## src/rtl/ec_decrypt_seq.sv

```systemverilog
// ElGamal EC decryption scheduler: M = C2 - k*C1 by MSB-first double-and-add, then a final
// subtraction, with all point arithmetic delegated to a shared req/ack point unit.
module ec_decrypt_seq #(
   parameter int          WIDTH = 16,
   parameter int unsigned PRIME = 16'd65521
) (
   input  logic             clk,
   input  logic             rst_n,
   input  logic             start,
   input  logic [WIDTH-1:0] secret_key,
   input  logic [WIDTH-1:0] c1x,
   input  logic [WIDTH-1:0] c1y,
   input  logic [WIDTH-1:0] c2x,
   input  logic [WIDTH-1:0] c2y,
   output logic             busy,
   output logic             done,
   output logic [WIDTH-1:0] mx,
   output logic [WIDTH-1:0] my,
   output logic             m_inf,
   output logic             op_req,
   output logic             op_dbl,
   output logic [WIDTH-1:0] op_ax,
   output logic [WIDTH-1:0] op_ay,
   output logic             op_a_inf,
   output logic [WIDTH-1:0] op_bx,
   output logic [WIDTH-1:0] op_by,
   output logic             op_b_inf,
   input  logic             op_ack,
   input  logic [WIDTH-1:0] op_rx,
   input  logic [WIDTH-1:0] op_ry,
   input  logic             op_r_inf
);

   localparam int IW = (WIDTH > 1) ? $clog2(WIDTH) : 1;
   localparam logic [WIDTH-1:0] PRIME_W = PRIME[WIDTH-1:0];

   typedef enum logic [3:0] {
      S_IDLE, S_DBL, S_DBL_WAIT, S_ADD, S_ADD_WAIT, S_NEXT, S_SUB, S_SUB_WAIT, S_DONE
   } state_t;

   state_t           state_reg;
   logic [WIDTH-1:0] k_reg, c1x_reg, c1y_reg, c2x_reg, c2y_reg;
   logic [WIDTH-1:0] rx_reg, ry_reg;
   logic             r_inf_reg;
   logic [IW-1:0]    idx_reg;
   logic [WIDTH-1:0] neg_y;
   logic             op_done;

   // -R keeps y=0 points fixed so PRIME-0 never leaks out as an unreduced value
   assign neg_y   = (ry_reg == '0) ? '0 : PRIME_W - ry_reg;
   assign op_done = op_req && op_ack;

   always_ff @(posedge clk or negedge rst_n) begin
      if (!rst_n) begin
         state_reg <= S_IDLE;
         k_reg     <= '0;
         c1x_reg   <= '0;
         c1y_reg   <= '0;
         c2x_reg   <= '0;
         c2y_reg   <= '0;
         rx_reg    <= '0;
         ry_reg    <= '0;
         r_inf_reg <= 1'b1;
         idx_reg   <= IW'(WIDTH - 1);
         busy      <= 1'b0;
         done      <= 1'b0;
         mx        <= '0;
         my        <= '0;
         m_inf     <= 1'b1;
         op_req    <= 1'b0;
         op_dbl    <= 1'b0;
         op_ax     <= '0;
         op_ay     <= '0;
         op_a_inf  <= 1'b0;
         op_bx     <= '0;
         op_by     <= '0;
         op_b_inf  <= 1'b0;
      end else begin
         done <= 1'b0;
         case (state_reg)
            S_IDLE: begin
               if (start) begin
                  k_reg     <= secret_key;
                  c1x_reg   <= c1x;
                  c1y_reg   <= c1y;
                  c2x_reg   <= c2x;
                  c2y_reg   <= c2y;
                  r_inf_reg <= 1'b1;
                  idx_reg   <= IW'(WIDTH - 1);
                  busy      <= 1'b1;
                  state_reg <= S_DBL;
               end
            end
            S_DBL: begin
               if (r_inf_reg) begin
                  state_reg <= S_ADD;
               end else begin
                  op_req    <= 1'b1;
                  op_dbl    <= 1'b1;
                  op_ax     <= rx_reg;
                  op_ay     <= ry_reg;
                  op_a_inf  <= 1'b0;
                  state_reg <= S_DBL_WAIT;
               end
            end
            S_DBL_WAIT: begin
               if (op_done) begin
                  op_req    <= 1'b0;
                  rx_reg    <= op_rx;
                  ry_reg    <= op_ry;
                  r_inf_reg <= op_r_inf;
                  state_reg <= S_ADD;
               end
            end
            S_ADD: begin
               if (!k_reg[idx_reg]) begin
                  state_reg <= S_NEXT;
               end else if (r_inf_reg) begin
                  // infinity + C1 needs no point unit round trip
                  rx_reg    <= c1x_reg;
                  ry_reg    <= c1y_reg;
                  r_inf_reg <= 1'b0;
                  state_reg <= S_NEXT;
               end else begin
                  op_req    <= 1'b1;
                  op_dbl    <= 1'b0;
                  op_ax     <= rx_reg;
                  op_ay     <= ry_reg;
                  op_a_inf  <= 1'b0;
                  op_bx     <= c1x_reg;
                  op_by     <= c1y_reg;
                  op_b_inf  <= 1'b0;
                  state_reg <= S_ADD_WAIT;
               end
            end
            S_ADD_WAIT: begin
               if (op_done) begin
                  op_req    <= 1'b0;
                  rx_reg    <= op_rx;
                  ry_reg    <= op_ry;
                  r_inf_reg <= op_r_inf;
                  state_reg <= S_NEXT;
               end
            end
            S_NEXT: begin
               if (idx_reg == '0) begin
                  state_reg <= S_SUB;
               end else begin
                  idx_reg   <= idx_reg - 1'b1;
                  state_reg <= S_DBL;
               end
            end
            S_SUB: begin
               if (r_inf_reg) begin
                  mx        <= c2x_reg;
                  my        <= c2y_reg;
                  m_inf     <= 1'b0;
                  busy      <= 1'b0;
                  done      <= 1'b1;
                  state_reg <= S_DONE;
               end else begin
                  op_req    <= 1'b1;
                  op_dbl    <= 1'b0;
                  op_ax     <= c2x_reg;
                  op_ay     <= c2y_reg;
                  op_a_inf  <= 1'b0;
                  op_bx     <= rx_reg;
                  op_by     <= neg_y;
                  op_b_inf  <= 1'b0;
                  state_reg <= S_SUB_WAIT;
               end
            end
            S_SUB_WAIT: begin
               if (op_done) begin
                  op_req    <= 1'b0;
                  mx        <= op_rx;
                  my        <= op_ry;
                  m_inf     <= op_r_inf;
                  busy      <= 1'b0;
                  done      <= 1'b1;
                  state_reg <= S_DONE;
               end
            end
            S_DONE: begin
               state_reg <= S_IDLE;
            end
            default: begin
               state_reg <= S_IDLE;
            end
         endcase
      end
   end

endmodule

```

## config.mk

```make
export PLATFORM = sky130hd
export DESIGN_NAME = ec_decrypt_seq
export DESIGN_NICKNAME = d
export VERILOG_FILES = /design/src/rtl/ec_decrypt_seq.sv
export SDC_FILE = /design/constraint.sdc
export NUM_CORES = 1
export LEC_CHECK = 0
export CAP_MARGIN = 20
export CORE_MARGIN = 3
export CORE_UTILIZATION = 40
export CTS_CLUSTER_DIAMETER = 60
export DETAILED_ROUTE_END_ITERATION = 10
export HOLD_SLACK_MARGIN = 0.15
export PLACE_DENSITY = 0.68
export REMOVE_ABC_BUFFERS = 1
export SYNTH_ARGS = -nofsm -noshare
export SYNTH_HDL_FRONTEND = slang
export SYNTH_SLANG_ARGS = --single-unit
```

## constraint.sdc

```tcl
create_clock -name clk -period 6.5 [get_ports clk]
set_input_delay 0.975 -clock clk [delete_from_list [all_inputs] [get_ports clk]]
set_output_delay 0.975 -clock clk [all_outputs]
set_load 0.01 [all_outputs]
```

=== Word-level counts from Yosys, hierarchy flattened ===
Cells that the tools add are included.

* Bits in registers: 224
* Bits in latches: 0
* Memory bits (writable): 0
* Memory bits (read-only): 0
* Input port bits: 117
* Output and inout port bits: 103
* Word-level logic and storage cells: 143
* Memories: 0

* Add/sub/neg operators: 2
* Multipliers: 0
* Div/mod/pow operators: 0
* $lt $le $gt $ge: 1
* Equality and inequality tests: 20
* Shift-type cells: 0
* Muxes and demuxes: 68
* Bitwise logic cells: 0
* Reduce and logical (&&, ||, !) cells: 29

{| class="wikitable"
|+ Operator list
! operator !! number
|-
| $mux 16 || 21
|-
| $pmux 16 s2 || 6
|-
| $pmux 16 s3 || 2
|-
| $pmux 4 s8 || 1
|-
| $mux 4 || 7
|-
| $ne 2x2->1 const B || 11
|-
| $mux 1 || 20
|-
| $reduce_and 4->1 || 5
|-
| $eq 4x3->1 const B || 4
|-
| $logic_not 16->1 || 1
|-
| $sub 16x16->16 const A || 1
|-
| $reduce_and 3->1 || 5
|-
| $pmux 1 s3 || 4
|-
| $reduce_bool 3->1 || 4
|-
| $reduce_bool 2->1 || 5
|-
| $eq 4x2->1 const B || 2
|-
| $logic_not 4->1 || 2
|-
| $pmux 1 s2 || 4
|-
| $pmux 4 s2 || 1
|-
| $reduce_and 2->1 || 3
|-
| $lt 4x5->1 const B || 1
|-
| $bmux 1 s4 || 1
|-
| $eq 4x1->1 const B || 1
|-
| $ne 2x1->1 const B || 2
|-
| other kinds (5) || 6
|}

=== Depth between registers and ports, before layout ===
* Depth in word-level cells: 4
* Mapped depth: 9

=== Worst setup path before layout ===
OpenSTA, ideal clock, no wires.

* Path type: register -> register
* Start: reg idx_reg[2]
* End: reg op_ax[10]
* Data arrival time: 2.206 ns
* Setup slack: 4.167 ns
* Cell stages (with the launch flop): 9
* Path buffers: 3
* Path through: dfstp_2 > buf_6 > mux2i_1 > mux4_2 > a32oi_2 > and3_1 > buf_4 > buf_6 > mux2_1

* Word-level cells in the longest chain between the ends: 4

{| class="wikitable"
|+ RTL lines
! what !! RTL line !! source
|-
| start, declared || 45 || <nowiki>logic [IW-1:0] idx_reg;</nowiki>
|-
| start signal, assigned || 64 || <nowiki>idx_reg <= IW'(WIDTH - 1);</nowiki>
|-
| start signal, assigned || 89 || <nowiki>idx_reg <= IW'(WIDTH - 1);</nowiki>
|-
| start signal, assigned || 149 || <nowiki>idx_reg <= idx_reg - 1'b1;</nowiki>
|-
| $bmux 1 s4 || 116 || <nowiki>if (!k_reg[idx_reg]) begin</nowiki>
|-
| $mux 1 (not written as such) || 116 ||
|-
| $ne 2x2->1 (no source line) || - ||
|-
| $reduce_and 3->1 (no source line) || - ||
|-
| end signal, assigned || 100 || <nowiki>op_ax <= rx_reg;</nowiki>
|-
| end signal, assigned || 127 || <nowiki>op_ax <= rx_reg;</nowiki>
|-
| end signal, assigned || 164 || <nowiki>op_ax <= c2x_reg;</nowiki>
|-
| end, declared || 22 || <nowiki>output logic [WIDTH-1:0] op_ax,</nowiki>
|}

No other way between the ends. The select of a mux whose other input is x is not followed.
A chain may end at the register's enable or synchronous reset.

=== Final worst setup path ===
* Start: reg state_reg[2]
* End: reg op_by[4]

* Word-level cells in the longest chain between the ends: 3
* Elaborated cells on any way between the ends: 8

{| class="wikitable"
|+ RTL lines
! what !! RTL line !! source
|-
| start, declared || 41 || <nowiki>state_t state_reg;</nowiki>
|-
| start signal, assigned || 55 || <nowiki>state_reg <= S_IDLE;</nowiki>
|-
| start signal, assigned || 91 || <nowiki>state_reg <= S_DBL;</nowiki>
|-
| start signal, assigned || 96 || <nowiki>state_reg <= S_ADD;</nowiki>
|-
| $eq 4x2->1 / $eq 4x3->1 (equally long branches) || 80 || <nowiki>case (state_reg)</nowiki>
|-
| $ne 2x2->1 (no source line) / $reduce_bool 2->1 (equally long branches) || - ||
|-
| $reduce_and 4->1 (no source line) || - ||
|-
| end signal, assigned || 131 || <nowiki>op_by <= c1y_reg;</nowiki>
|-
| end signal, assigned || 168 || <nowiki>op_by <= neg_y;</nowiki>
|-
| end, declared || 26 || <nowiki>output logic [WIDTH-1:0] op_by,</nowiki>
|}

Several ways; a longest one is shown, not always the timed one.

==> flow_summary.json <==
{
  "clock.fmax_ghz": 0.294,
  "dieHeight_um": 168,
  "ff2ff_path_depth": 6,
  "cts_buffers": 27,
  "hold-path-endpoint": "k_reg[4]$_DFFE_PN0P_",
  "hold_start": "k_reg[4]$_DFFE_PN0P_",
  "powerDensity_nw_per_um2": 483,
  "rows": 58,
  "tns_ps": 0,
  "start_util": 0.411,
  "clock_path_buffers": 3,
  "cts-root-buf": "clkbuf_16",
  "hold_violations": 0,
  "synth_edf_count": 0,
  "end_kind": "flip-flop",
  "critPathMaxFanout": 55,
  "arrival_ps": 3800,
  "r2r-start": "state_reg[2]$_DFFE_PN0P_",
  "detailed_place_hpwl_um": 18100,
  "worst_pin_slew_ps": 1060,
  "min_path_type": "flip-flop to flip-flop",
  "via_per_inst": 5.17,
  "post-route-drc-count": 0,
  "setup_viol": 0,
  "drive_gt1_frac": 0.115,
  "fin_nets": 1373,
  "yosysUniqueCellTypes": 49,
  "grt_max_degree": 115,
  "rsz0062_at_grt": "false",
  "hold_buffers": 0,
  "firstDrtPassIters": 5,
  "grt_use_total": 0.200,
  "worstSkewPairLatency_ps": 520,
  "path_clk_slew_ps": 50,
  "finish.instance_area_um2": 13800,
  "h-tree-depth": 1,
  "io_buffers": 219,
  "place_congestion": 0.788,
  "dieWidth_um": 168,
  "maxSlewViolCount": 0,
  "grt_pass1_wl_um": 46500,
  "synth.ff_latch_count": 224,
  "avgSynthCellArea_um2": 9.85,
  "route.antenna.remaining_nets": 0,
  "dpl_cell_area_um2": 12900,
  "irDropWorstVdd_mv": 0.263,
  "vias": 8289,
  "slew_headroom": 0.296,
  "syn_inst": 1062,
  "initialDrtViolationCount": 547,
  "numClockSinks": 224,
  "yosys_warnings": 0,
  "cts_tree": "yes",
  "ctsResizeCount": 0,
  "cp-start-kind": "flip-flop",
  "critPathKind": "flip-flop to flip-flop",
  "grt_pass1_vias": 8570,
  "grt_antenna_before_repair": 2,
  "wl_um": 28200,
  "yosys_most_used_dff": "dfrtp_1",
  "outcome": "finished, final reports clean",
  "layout_common_cells": "nand2_1, dfrtp_1, clkdlybuf4s50_1",
  "timing.hold.ws_ps": 474,
  "holdPathStages": 2,
  "area_delta_synth_final_pct": 31.9,
  "post-cts-setup-buffers": 0,
  "final.setup_skew_ps": 8.81,
  "synthesis.area_um2": 10500,
  "p_leak_nw": 6.26,
  "finalCriticalPeriod_ps": 3400,
  "core_area_um2": 25500,
  "seq_area_frac_synth": 0.537,
  "gr-total-overflow": 0,
  "fin_util": 0.541,
  "num_antenna_cells": 0,
  "async_flop_share": 1.00,
  "wl_per_cell_um": 17.6,
  "maxCapViolCount": 0,
  "ios": 220,
  "worstPathRequired_ps": 6890,
  "fin_crit_sh": 0.523,
  "mostFrequentLayoutCell": "nand2_1",
  "r2r_end": "op_by[4]$_DFFE_PN0P_",
  "rrSetupSlack_ps": 3100,
  "fp.dieArea_um2": 28100,
  "power.total_mw": 6.66
}
logic make-up after synthesis:
logic type | synth area share
AOI/OAI and AO/OA | 0.0763
buffers and inverters | 0.0343
xor gates and xnor gates | 0.0101
adders and majority gates | 0.00239
and+or+nand+nor | 0.179
muxes | 0.161
DFF | 0.537
stage by stage:
stage	worst slack (ps)	instances
after CTS	2890	1602
after global placement	2950	1553
after global routing	2840	1604
after detailed placement	2880	1553
final	3100	1604
after floorplan	2750	994
cell usage after synthesis, types with 2 or more instances:
| cell type | count | area share |
|---|---|---|
| a21oi_1 | 28 | 0.013 |
| a22o_1 | 14 | 0.012 |
| a31oi_1 | 2 | 0.0012 |
| a32o_1 | 4 | 0.0038 |
| a41oi_1 | 17 | 0.014 |
| and2_1 | 2 | 0.0012 |
| and3_1 | 3 | 0.0018 |
| buf_1 | 2 | 0.00072 |
| buf_2 | 17 | 0.0081 |
| buf_6 | 4 | 0.0043 |
| clkbuf_1 | 44 | 0.016 |
| dfrtp_1 | 218 | 0.52 |
| dfstp_2 | 6 | 0.015 |
| ha_1 | 2 | 0.0024 |
| inv_1 | 13 | 0.0047 |
| mux2_1 | 31 | 0.033 |
| mux2_2 | 72 | 0.078 |
| mux2i_1 | 48 | 0.046 |
| mux4_2 | 2 | 0.0043 |
| nand2_1 | 407 | 0.15 |
| nand2b_1 | 7 | 0.0042 |
| nand3_1 | 8 | 0.0038 |
| nand4_1 | 3 | 0.0018 |
| nor2_1 | 16 | 0.0057 |
| nor2b_1 | 2 | 0.0012 |
| nor3_1 | 10 | 0.0048 |
| nor4_1 | 5 | 0.0030 |
| o21a_1 | 3 | 0.0022 |
| o21ai_0 | 42 | 0.020 |
| xnor2_1 | 7 | 0.0059 |
| xor2_1 | 5 | 0.0042 |
layer usage:
layer,global-route usage,wire [um],vias to the layer above
met3,0.0420,1600,45
met1,0.280,12900,4064
met4,0.0462,618,4
met5,0,26,-
met2,0.322,13100,211
li1,-,-,3965
cell type report:
cell class	instances	area (um2)
Timing Repair Buffer	231	2320
Fill cell	2275	11700
Clock inverter	9	78.8
Multi-Input combinational cell	757	4550
Sequential cell	224	5610
Tap cell	330	413
Inverter	13	48.8
Clock buffer	40	764
worst max path at each step:
stage                                         from                     end  slack [ps]  cells past startpoint
after floorplan             idx_reg[2]$_DFFE_PN1P_    op_ax[0]$_DFFE_PN0P_        2750                      5
after global placement      idx_reg[2]$_DFFE_PN1P_   ry_reg[4]$_DFFE_PN0P_        2950                      6
after detailed placement    idx_reg[2]$_DFFE_PN1P_  rx_reg[12]$_DFFE_PN0P_        2880                      6
after CTS                   idx_reg[2]$_DFFE_PN1P_  rx_reg[12]$_DFFE_PN0P_        2890                      6
after global routing      state_reg[2]$_DFFE_PN0P_   op_by[15]$_DFFE_PN0P_        2840                      6
final                     state_reg[2]$_DFFE_PN0P_    op_by[4]$_DFFE_PN0P_        3100                      6
where the power goes:
group          internal, mW  switching [mW]  leakage, nW
sequential             2.05           0.492         2.79
combinational          1.41            1.29         3.06
clock                 0.851           0.572        0.410
total                  4.31            2.35         6.26
worst max-delay path: stages (launching register included):
cell      delay (ps)
dfrtp_1          690
and4bb_2         310
buf_4            570
a21oi_1          150
nor2_4           680
nand2_2          460
mux2_2           400
(Power assumes the default switching activity.)
==> edit: new RTL, same settings <==
Make the reset (`rst_n`) synchronous in one clocked block.
--- a/src/rtl/ec_decrypt_seq.sv
+++ b/src/rtl/ec_decrypt_seq.sv
@@ -50,7 +50,7 @@
    assign neg_y   = (ry_reg == '0) ? '0 : PRIME_W - ry_reg;
    assign op_done = op_req && op_ack;
 
-   always_ff @(posedge clk or negedge rst_n) begin
+   always_ff @(posedge clk) begin
       if (!rst_n) begin
          state_reg <= S_IDLE;
          k_reg     <= '0;
Check against the original RTL: differs if rst_n is asserted again (counterexample within 4 cycles, from zero or initial values and one cycle with rst_n low); with rst_n held inactive, the same outputs for 4 cycles.
==> edit against the original RTL <==
Worst setup slack worse by 0.31 ns. Synthesized cell count is 10% higher. Wire length is 13% higher. Clock skew is 0.00097 ns lower. Non-clock buffer count is 1 higher. Area after synthesis is 6.5% lower. Sequential cell count stayed put. Critical endpoint is now my[14]. Worst hold slack worse by 0.038 ns. Final area is 6.1% lower.
Power is not compared: it rests on default switching activity, and its combinational part moved more than twofold at a synthesized area within 25%.
==> edit: results (changes against the original RTL) <==
| Metric | Value |
|---|---|
| Largest net degree at the start of global routing | `92 (was 115)` |
| Hold Crit Class | `reg2reg (unchanged)` |
| Post-synth top area cell | `dfxtp_1 (was dfrtp_1)` |
| Number of antenna violations at the first check in global routing | `1 (was 2)` |
| Number of inserted filler cells in the final layout | `2,187 (was 2,275)` |
| Share of synthesized flip-flops with an asynchronous set or reset | `0 (was 1.000)` |
| Number of global-route vias before repair | `9,041 (was 8,570)` |
| R2r setup slk | `2.79 ns (was 3.10 ns)` |
| Most numerous cell types in the synthesized netlist | `nand2_1 (306), dfxtp_1 (224), a21oi_1 (92) (was nand2_1 (407), dfrtp_1 (218), mux2_2 (72))` |
| Crit Path Max Fanout | `40 (was 55)` |
| Worst vdd ir | `0.1569 mV` |
| Post-detail-place hpwl | `19,680 um (was 18,120 um)` |
| Clock latency reported for the late side of the worst-skew pair | `0.51 ns` |
| Post-Route Skew | `0.007834 ns (was 0.008806 ns)` |
| Wire length of the first global-routing pass | `49,770 um (was 46,510 um)` |
| Total CTS buffers | `25 (was 27)` |
| Gr ovfl total | `0 (unchanged)` |
| Final Wtd Congestion | `0.8494 (was 0.7879)` |
| Net count reported at finish | `1,437 (was 1,373)` |
| Top post-synthesis cells by area | `dfxtp_1 (46%), nand2_1 (12%), o221a_2 (6.2%), a21oi_1 (4.7%), clkbuf_1 (3.3%) (was dfrtp_1 (52%), nand2_1 (15%), mux2_2 (7.8%), mux2i_1 (4.6%), mux2_1 (3.3%))` |
| Post CTS Setup Buffer Count | `0 (unchanged)` |
| Quantity of I/O buffers inserted on ports | `219 (unchanged)` |
| Proportion of layout cells with a drive suffix above 1 | `0.09588 (was 0.1146)` |
| Leakage power of the design | `4.445 nW` |
| Result of the run | `finished, final reports clean (unchanged)` |
| Number of diodes | `0 (unchanged)` |
| Post-layout instance count excluding filler cells | `1,654 (was 1,604)` |
| Register area share after synthesis | `0.4585 (was 0.5368)` |
| Arrival time of the worst setup path | `4.13 ns (was 3.80 ns)` |
| Total instance count after detailed placement | `1,607 (was 1,553)` |
| Post-synthesis cell type count | `56 (was 49)` |
| Number of warnings printed during yosys synthesis | `0 (unchanged)` |
| First-iteration detailed-routing DRC count | `650 (was 547)` |
| H-tree levels | `1 (unchanged)` |
| Maximum count of clock buffers along a single path | `3 (unchanged)` |
| Iteration count of the initial detailed-routing pass | `5 (unchanged)` |
| Clock Pin Slew Worst Setup and Hold Paths | `0.06 ns` |
| Aggregate global-route resource usage | `0.2330 (was 0.1998)` |
| Total detailed-routing wirelength | `31,760 um (was 28,200 um)` |
| Post-synthesis cell count | `1,168 (was 1,062)` |
| Total number of vias | `9,296 (was 8,289)` |
| Slew of the pin with the lowest slew margin | `1.060 ns (was 1.056 ns)` |
| Post-cts gate resize count | `0 (unchanged)` |
| Cell at the root of the clock tree | `clkbuf_16 (unchanged)` |
==> edit: cell count changes after synthesis, moves of 54 or more <==
cell / before / now
mux2_2: 72 / 1
o221a_2: 0 / 54
dfrtp_1: 218 / 0
a21oi_1: 28 / 92
nand2_1: 407 / 306
nor2_1: 16 / 76
dfxtp_1: 0 / 224
==> edit: final cells by class <==
| cell class | count | area (um^2) | area share |
|---|---|---|---|
| Sequential cell | 224 | 4484 | 0.3461 |
| Clock buffer | 37 | 710.7 | 0.05485 |
| Clock inverter | 7 | 110.1 | 0.008498 |
| Multi-Input combinational cell | 818 | 4870 | 0.3759 |
| Inverter | 17 | 66.31 | 0.005118 |
| Timing Repair Buffer | 232 | 2316 | 0.1788 |
| Tap cell | 319 | 399.1 | 0.03081 |
==> edit: path summary, 6_finish.rpt <==
check                                end          from  cells past startpoint
worst max-delay path              my[14]  state_reg[1]                      7
worst min-delay path            op_a_inf      op_a_inf                      2
worst max register to register    my[14]  state_reg[1]                      7
worst min register to register  op_a_inf      op_a_inf                      2
==> edit: cell families (layout without fill, tap and decap cells) <==
group / after synthesis / after routing / share of synthesized area
AOI/OAI and AO/OA: 303 / 303 / 0.2493
xor gates and xnor gates: 11 / 11 / 0.009850
adders and majority gates: 2 / 2 / 0.002558
buffers and inverters: 126 / 293 / 0.05219
DFF: 224 / 224 / 0.4585
muxes: 15 / 15 / 0.01804
and+or+nand+nor: 487 / 487 / 0.2095
==> edit: through the flow <==
step / setup WS, ns / power, mW / hold WS (ns) / cell area [um^2] / util
floorplan: -0.1847 / 1.742 / 0.4331 / 9334 / -
global placement: 2.945 / 1.933 / 0.4192 / 12080 / 0.5087
detailed placement: 2.851 / 1.941 / 0.4348 / 12080 / 0.5087
CTS: 2.815 / 3.353 / 0.4435 / 12900 / 0.5433
global route: 2.505 / 3.477 / 0.4690 / 12960 / 0.5455
finish: 2.788 / 3.337 / 0.4353 / 12960 / 0.5455
==> edit: per-layer routing <==
metal,track usage,wire (um),vias up
li1,-,-,4487
met1,0.3214,13920,4372
met2,0.3655,14430,374
met3,0.04705,2451,61
met4,0.07949,947,2
met5,0,13,-
==> edit: critical path, stage by stage, from the launching register on <==
cell and delay [ns]:
dfxtp_1 0.75, nor4bb_4 0.92, buf_4 0.53, nand2_1 0.18, o21ai_4 0.32, buf_4 0.54
nor2_1 0.10, a311oi_1 0.25
==> edit: power breakdown <==
part / total [mW] / switching (mW) / leakage, nW / internal, mW
registers: 1.50 / 0.0646 / 1.82 / 1.44
logic: 0.411 / 0.232 / 2.22 / 0.179
clock network: 1.42 / 0.550 / 0.404 / 0.870
